**src/rtl/axis_out_fifo_if.sv**
```systemverilog
// Valid/ready beat stream with end-of-frame marker; used for both the
// producer side and the AXI-Stream side of the output FIFO.
interface axis_out_fifo_if #(
  parameter int pDATA_WIDTH = 32
);
  logic [pDATA_WIDTH-1:0] data;
  logic                   valid;
  logic                   last;
  logic                   ready;

  modport master (
    output data,
    output valid,
    output last,
    input  ready
  );

  modport slave (
    input  data,
    input  valid,
    input  last,
    output ready
  );
endinterface

```
**src/rtl/axis_out_fifo.sv**
```systemverilog
// Small output FIFO: buffers producer beats and presents them as an
// AXI-Stream master, with frame-done pulse and sticky overflow flag.
module axis_out_fifo #(
  parameter int pDATA_WIDTH = 32,
  parameter int pDEPTH      = 4,
  parameter int pLVL_WIDTH  = 3
) (
  input  logic                  clk,
  input  logic                  rst_n,
  input  logic                  clr,
  axis_out_fifo_if.slave        fir,
  axis_out_fifo_if.master       axis,
  output logic [pLVL_WIDTH-1:0] level,
  output logic                  outfinish,
  output logic                  drop_err
);
  localparam int lpPTR_W = (pDEPTH > 1) ? $clog2(pDEPTH) : 1;

  typedef logic [pDATA_WIDTH:0] entry_t;

  entry_t                  r_mem [pDEPTH];
  logic [lpPTR_W-1:0]      r_wr_ptr;
  logic [lpPTR_W-1:0]      r_rd_ptr;
  logic [pLVL_WIDTH-1:0]   r_count;
  logic                    r_outfinish;
  logic                    r_drop_err;

  logic                    w_full;
  logic                    w_empty;
  logic                    w_push;
  logic                    w_pop;
  entry_t                  w_head;

  assign w_full  = (r_count == pLVL_WIDTH'(pDEPTH));
  assign w_empty = (r_count == '0);
  assign w_push  = fir.valid && !w_full;
  assign w_pop   = !w_empty && axis.ready;
  assign w_head  = r_mem[r_rd_ptr];

  // Storage holds no reset; stale entries are never visible because the
  // outputs are gated by the occupancy count.
  always_ff @(posedge clk) begin
    if (w_push) begin
      r_mem[r_wr_ptr] <= {fir.last, fir.data};
    end
  end

  always_ff @(posedge clk or negedge rst_n) begin
    if (!rst_n) begin
      r_wr_ptr    <= '0;
      r_rd_ptr    <= '0;
      r_count     <= '0;
      r_outfinish <= 1'b0;
      r_drop_err  <= 1'b0;
    end else if (clr) begin
      r_wr_ptr    <= '0;
      r_rd_ptr    <= '0;
      r_count     <= '0;
      r_outfinish <= 1'b0;
      r_drop_err  <= 1'b0;
    end else begin
      if (w_push) begin
        r_wr_ptr <= r_wr_ptr + lpPTR_W'(1);
      end
      if (w_pop) begin
        r_rd_ptr <= r_rd_ptr + lpPTR_W'(1);
      end
      case ({w_push, w_pop})
        2'b10:   r_count <= r_count + pLVL_WIDTH'(1);
        2'b01:   r_count <= r_count - pLVL_WIDTH'(1);
        default: r_count <= r_count;
      endcase
      r_outfinish <= w_pop && w_head[pDATA_WIDTH];
      if (fir.valid && w_full) begin
        r_drop_err <= 1'b1;
      end
    end
  end

  // Ready and valid come only from the count, so no tready-to-fir_ready path.
  assign fir.ready  = !w_full;
  assign axis.valid = !w_empty;
  assign axis.data  = w_empty ? '0 : w_head[pDATA_WIDTH-1:0];
  assign axis.last  = !w_empty && w_head[pDATA_WIDTH];
  assign level      = r_count;
  assign outfinish  = r_outfinish;
  assign drop_err   = r_drop_err;
endmodule

```
**src/flat_wrapper.sv**
```systemverilog
// flat-port wrapper written by rule: the top's interface ports become plain ports
module axis_out_fifo_flat 
#(
  parameter int pDATA_WIDTH = 32,
  parameter int pDEPTH      = 4,
  parameter int pLVL_WIDTH  = 3
)
  (clk, rst_n, clr, level, outfinish, drop_err, fir_data, fir_valid, fir_last, fir_ready, axis_data, axis_valid, axis_last, axis_ready);
  axis_out_fifo_if #(.pDATA_WIDTH(pDATA_WIDTH)) fir_i ();
  axis_out_fifo_if #(.pDATA_WIDTH(pDATA_WIDTH)) axis_i ();
  input  logic clk;
  input  logic rst_n;
  input  logic clr;
  output logic [pLVL_WIDTH-1:0] level;
  output logic outfinish;
  output logic drop_err;
  input wire logic [$bits(fir_i.data)-1:0] fir_data;
  input wire logic [$bits(fir_i.valid)-1:0] fir_valid;
  input wire logic [$bits(fir_i.last)-1:0] fir_last;
  output wire logic [$bits(fir_i.ready)-1:0] fir_ready;
  output wire logic [$bits(axis_i.data)-1:0] axis_data;
  output wire logic [$bits(axis_i.valid)-1:0] axis_valid;
  output wire logic [$bits(axis_i.last)-1:0] axis_last;
  input wire logic [$bits(axis_i.ready)-1:0] axis_ready;
  assign fir_i.data = fir_data;
  assign fir_i.valid = fir_valid;
  assign fir_i.last = fir_last;
  assign fir_ready = fir_i.ready;
  assign axis_data = axis_i.data;
  assign axis_valid = axis_i.valid;
  assign axis_last = axis_i.last;
  assign axis_i.ready = axis_ready;
  axis_out_fifo #(.pDATA_WIDTH(pDATA_WIDTH), .pDEPTH(pDEPTH), .pLVL_WIDTH(pLVL_WIDTH)) u_core (.clk(clk), .rst_n(rst_n), .clr(clr), .fir(fir_i), .axis(axis_i), .level(level), .outfinish(outfinish), .drop_err(drop_err));
endmodule
```
**config.mk**
```make
export PLATFORM = sky130hd
export DESIGN_NAME = axis_out_fifo_flat
export DESIGN_NICKNAME = d
export VERILOG_FILES = /design/src/rtl/axis_out_fifo_if.sv /design/src/rtl/axis_out_fifo.sv /design/src/flat_wrapper.sv
export SDC_FILE = /design/constraint.sdc
export NUM_CORES = 1
export LEC_CHECK = 0
export ABC_CLOCK_PERIOD_IN_PS = 3500
export BUFFER_PORTS_ARGS = -buffer_cell sky130_fd_sc_hd__buf_2
export CAP_MARGIN = 10
export CELL_PAD_IN_SITES_DETAIL_PLACEMENT = 2
export CELL_PAD_IN_SITES_GLOBAL_PLACEMENT = 2
export CORE_ASPECT_RATIO = 0.9
export CORE_MARGIN = 5
export CORE_UTILIZATION = 43
export DETAILED_ROUTE_END_ITERATION = 8
export PLACE_DENSITY = 0.89
export RECOVER_POWER = 25
export SETUP_SLACK_MARGIN = 0.3
export SYNTH_ARGS = -nofsm -noshare
export SYNTH_HDL_FRONTEND = slang
export SYNTH_SLANG_ARGS = --single-unit
```
**constraint.sdc**
```tcl
create_clock -name clk -period 3.5 [get_ports clk]
set_input_delay 0 -clock clk [delete_from_list [all_inputs] [get_ports clk]]
set_output_delay 0 -clock clk [all_outputs]
set_load 0.05 [all_outputs]
```
==> run metrics <==
CTS buffer count 17; Max clock buf depth 2; required time of the critical path around 3.8 ns; DIE HEIGHT ~120 um; final clock skew roughly 0.009 ns; Total Routed Length 14,400 um; Synth Warn # 0; Final Instance Area just over 7000 um^2; CTS-repair resized insts 0; initial antenna violation count 0; Synth cell types 33; LEAKAGE between 0.002 and 0.003 uW; main area contributors after synthesis edfxtp_1 (70%), mux4_2 (13%), dfrtp_1 (4.0%), and2_1 (3.7%), ha_1 (0.89%); cells after synthesis 283; number of H-tree levels 4; fin crit period 2.82 ns; clock slew at reported path FFs 0.06 ns; dpl cell area 6130 um^2; Starting Density between 40% and 50%; async set or reset register ratio after synthesis 6.38%; ant diodes 0; Yosys reg bits ~140; Clock Latency Late Sink 0.42 ns; CTS Sinks 141; Register-to-Register Setup Slack approximately 0.68 ns; Antenna Nets Post-Route 0; fmax about 350 MHz; list of most frequent post-synthesis cells edfxtp_1 (132), and2_1 (33), mux4_2 (33), dfrtp_1 (9), nor2_1 (7); overall die width ~130 um; overall power ~5000 uW; Finish-stage setup viols 0; wire length per cell 25.1 um; I/O pin count 78; status finished clean; synth-to-layout area growth 26.0%; Core Area approximately 13,000 um^2; GRT Residual Overflow 0; post-DP HPWL a little over 8000 um; count leader, synth edfxtp_1; post-synthesis sequential area ratio 74.3%; setup repair bufs after CTS 0; vias 3,072; Post-synth EDFFs ~130; Startpoint Class register; Post-synth top flop edfxtp_1; Synthesized Nets between 300 and 400; worst-path fanout max 37; unrepaired setup endpoints after global routing false; via-per-instance ratio around 5.3; setup_tns 0 ns; RePlAce Congestion between 0.7 and 0.8; Min-Delay Path Class in2reg; vias in the first global route approximately 3,600; pin count of the biggest net entering global routing 38; final-report hold violation count 0; top-area cell type share of the netlist area between 70 and 80%; gr usage total between 10% and 20%; Nets between 400 and 500; Slew @ Worst Pin approximately 0.95 ns; total power divided by cell area 706 nW/um^2; fin crit share between 80% and 90%; total die area between 15,000 and 20,000 um^2; Setup crit end kind register; drt initial violations 154; DP Worst Slack slightly above 0.7 ns; Rows 39; CTS tree built; area leader, netlist edfxtp_1; Pre-antenna DRT Iters 4; Setup CP Type reg2reg; Max Transition Viols Final 0; CTS Root Cell clkbuf_16; # port buffers 77; maximum capacitance violations 0; Avg Cell Area, Syn between 15 and 20 um^2; layout cells sized above 1 between 30% and 40%; # DRC 0; WP data arrival between 3 and 4 ns; crit path setup slack, layout slightly below 0.7 ns; global-route wire length before repair between 20,000 and 25,000 um; Post-Syn Area around 5600 um^2; peak supply drop roughly 460 uV; Slew HR between 30% and 40%
==> worst paths after layout <==
kind / startpoint / end / cells past startpoint
max in group asynchronous: rst_n / u_core.r_rd_ptr[0]$_DFFE_PN0P_ / 3
worst min register to register: u_core.drop_err$_DFFE_PN0P_ / u_core.drop_err$_DFFE_PN0P_ / 2
worst min-delay path: fir_valid / u_core.r_wr_ptr[1]$_DFFE_PN0P_ / 3
min in group asynchronous: rst_n / u_core.level[0]$_DFFE_PN0P_ / 3
worst max-delay path: u_core.level[0]$_DFFE_PN0P_ / u_core.level[2]$_DFFE_PN0P_ / 7
worst max register to register: u_core.level[0]$_DFFE_PN0P_ / u_core.level[2]$_DFFE_PN0P_ / 7
==> per-layer routing <==
layer  GRT usage, %  up-vias  wire, um
met5              0        -         0
met4           3.86        0       159
met3           6.18       19       737
met2           34.7       96      7800
met1           24.3     1606      5730
li1               -     1351         -
==> report_power, final <==
| part | switching [uW] | total, uW | internal, uW | leakage [uW] |
|---|---|---|---|---|
| sequential | 87.4 | 2060 | 1970 | 0.00133 |
| combinational | 680 | 1010 | 328 | 0.000877 |
| clock | 701 | 1950 | 1250 | 0.000303 |
| total | 1470 | 5010 | 3550 | 0.00251 |
==> cells in the final DEF, fill, tap and decap left out, drive strengths merged, types with 2 or more instances in the layout <==
| cell | n |
|---|---|
| nand2 | 5 |
| nand3 | 5 |
| dfrtp | 9 |
| edfxtp | 132 |
| clkinv | 8 |
| bufinv | 5 |
| nor3b | 2 |
| buf | 58 |
| xnor2 | 2 |
| a21oi | 4 |
| a21o | 2 |
| and3 | 5 |
| inv | 3 |
| o21ai | 2 |
| clkbuf | 39 |
| ha | 4 |
| nor2 | 8 |
| mux4 | 33 |
| or3 | 2 |
| xor2 | 3 |
| dlygate4sd3 | 37 |
| a31oi | 2 |
| and2 | 33 |
==> critical path: stages, from the launching register on <==
cell and delay [ns]:
dfrtp_1 0.51, or3_1 0.39, buf_4 0.26, and3_1 0.23
fa_1 0.42, or4b_1 0.53, a21o_1 0.20, a31oi_1 0.17
==> through the flow <==
| stage | util, % | instances | hold WS, ns |
|---|---|---|---|
| floorplan | - | 283 | -0.296 |
| global placement | 48.0 | 508 | -0.130 |
| detailed placement | 48.0 | 508 | -0.119 |
| CTS | 55.8 | 576 | 0.00825 |
| global route | 55.5 | 576 | 0.0394 |
| finish | 55.5 | 576 | 0.0216 |
==> registers in the layout, indices dropped and copies added (netlist names) <==
| name | cells |
|---|---|
| u_core.drop_err | 1 |
| u_core.level | 3 |
| u_core.outfinish | 1 |
| u_core.r_mem | 132 |
| u_core.r_rd_ptr | 2 |
| u_core.r_wr_ptr | 2 |
==> final cells by class <==
class | count | area [um^2]
Fill cell | 1128 | 5680
Clock inverter | 14 | 200
Clock buffer | 17 | 425
Sequential cell | 141 | 4190
Multi-Input combinational cell | 120 | 1320
Timing Repair Buffer | 117 | 751
Inverter | 3 | 11.3
Tap cell | 164 | 205
==> timing repair <==
| item | in CTS | in global routing |
|---|---|---|
| hold endpoints to repair | 150 | 0 |
| hold buffers | 37 | 0 |
| endpoints found under the setup margin | 0 | 0 |
==> logic make-up after synthesis <==
logic type | share of synthesized area [%]
AOI/OAI and AO/OA | 1.31
xor gates and xnor gates | 0.777
adders and majority gates | 1.24
buffers and inverters | 2.38
DFF | 74.3
muxes | 13.2
and+or+nand+nor | 6.77
No activity file was read; power rests on OpenSTA's default activity.
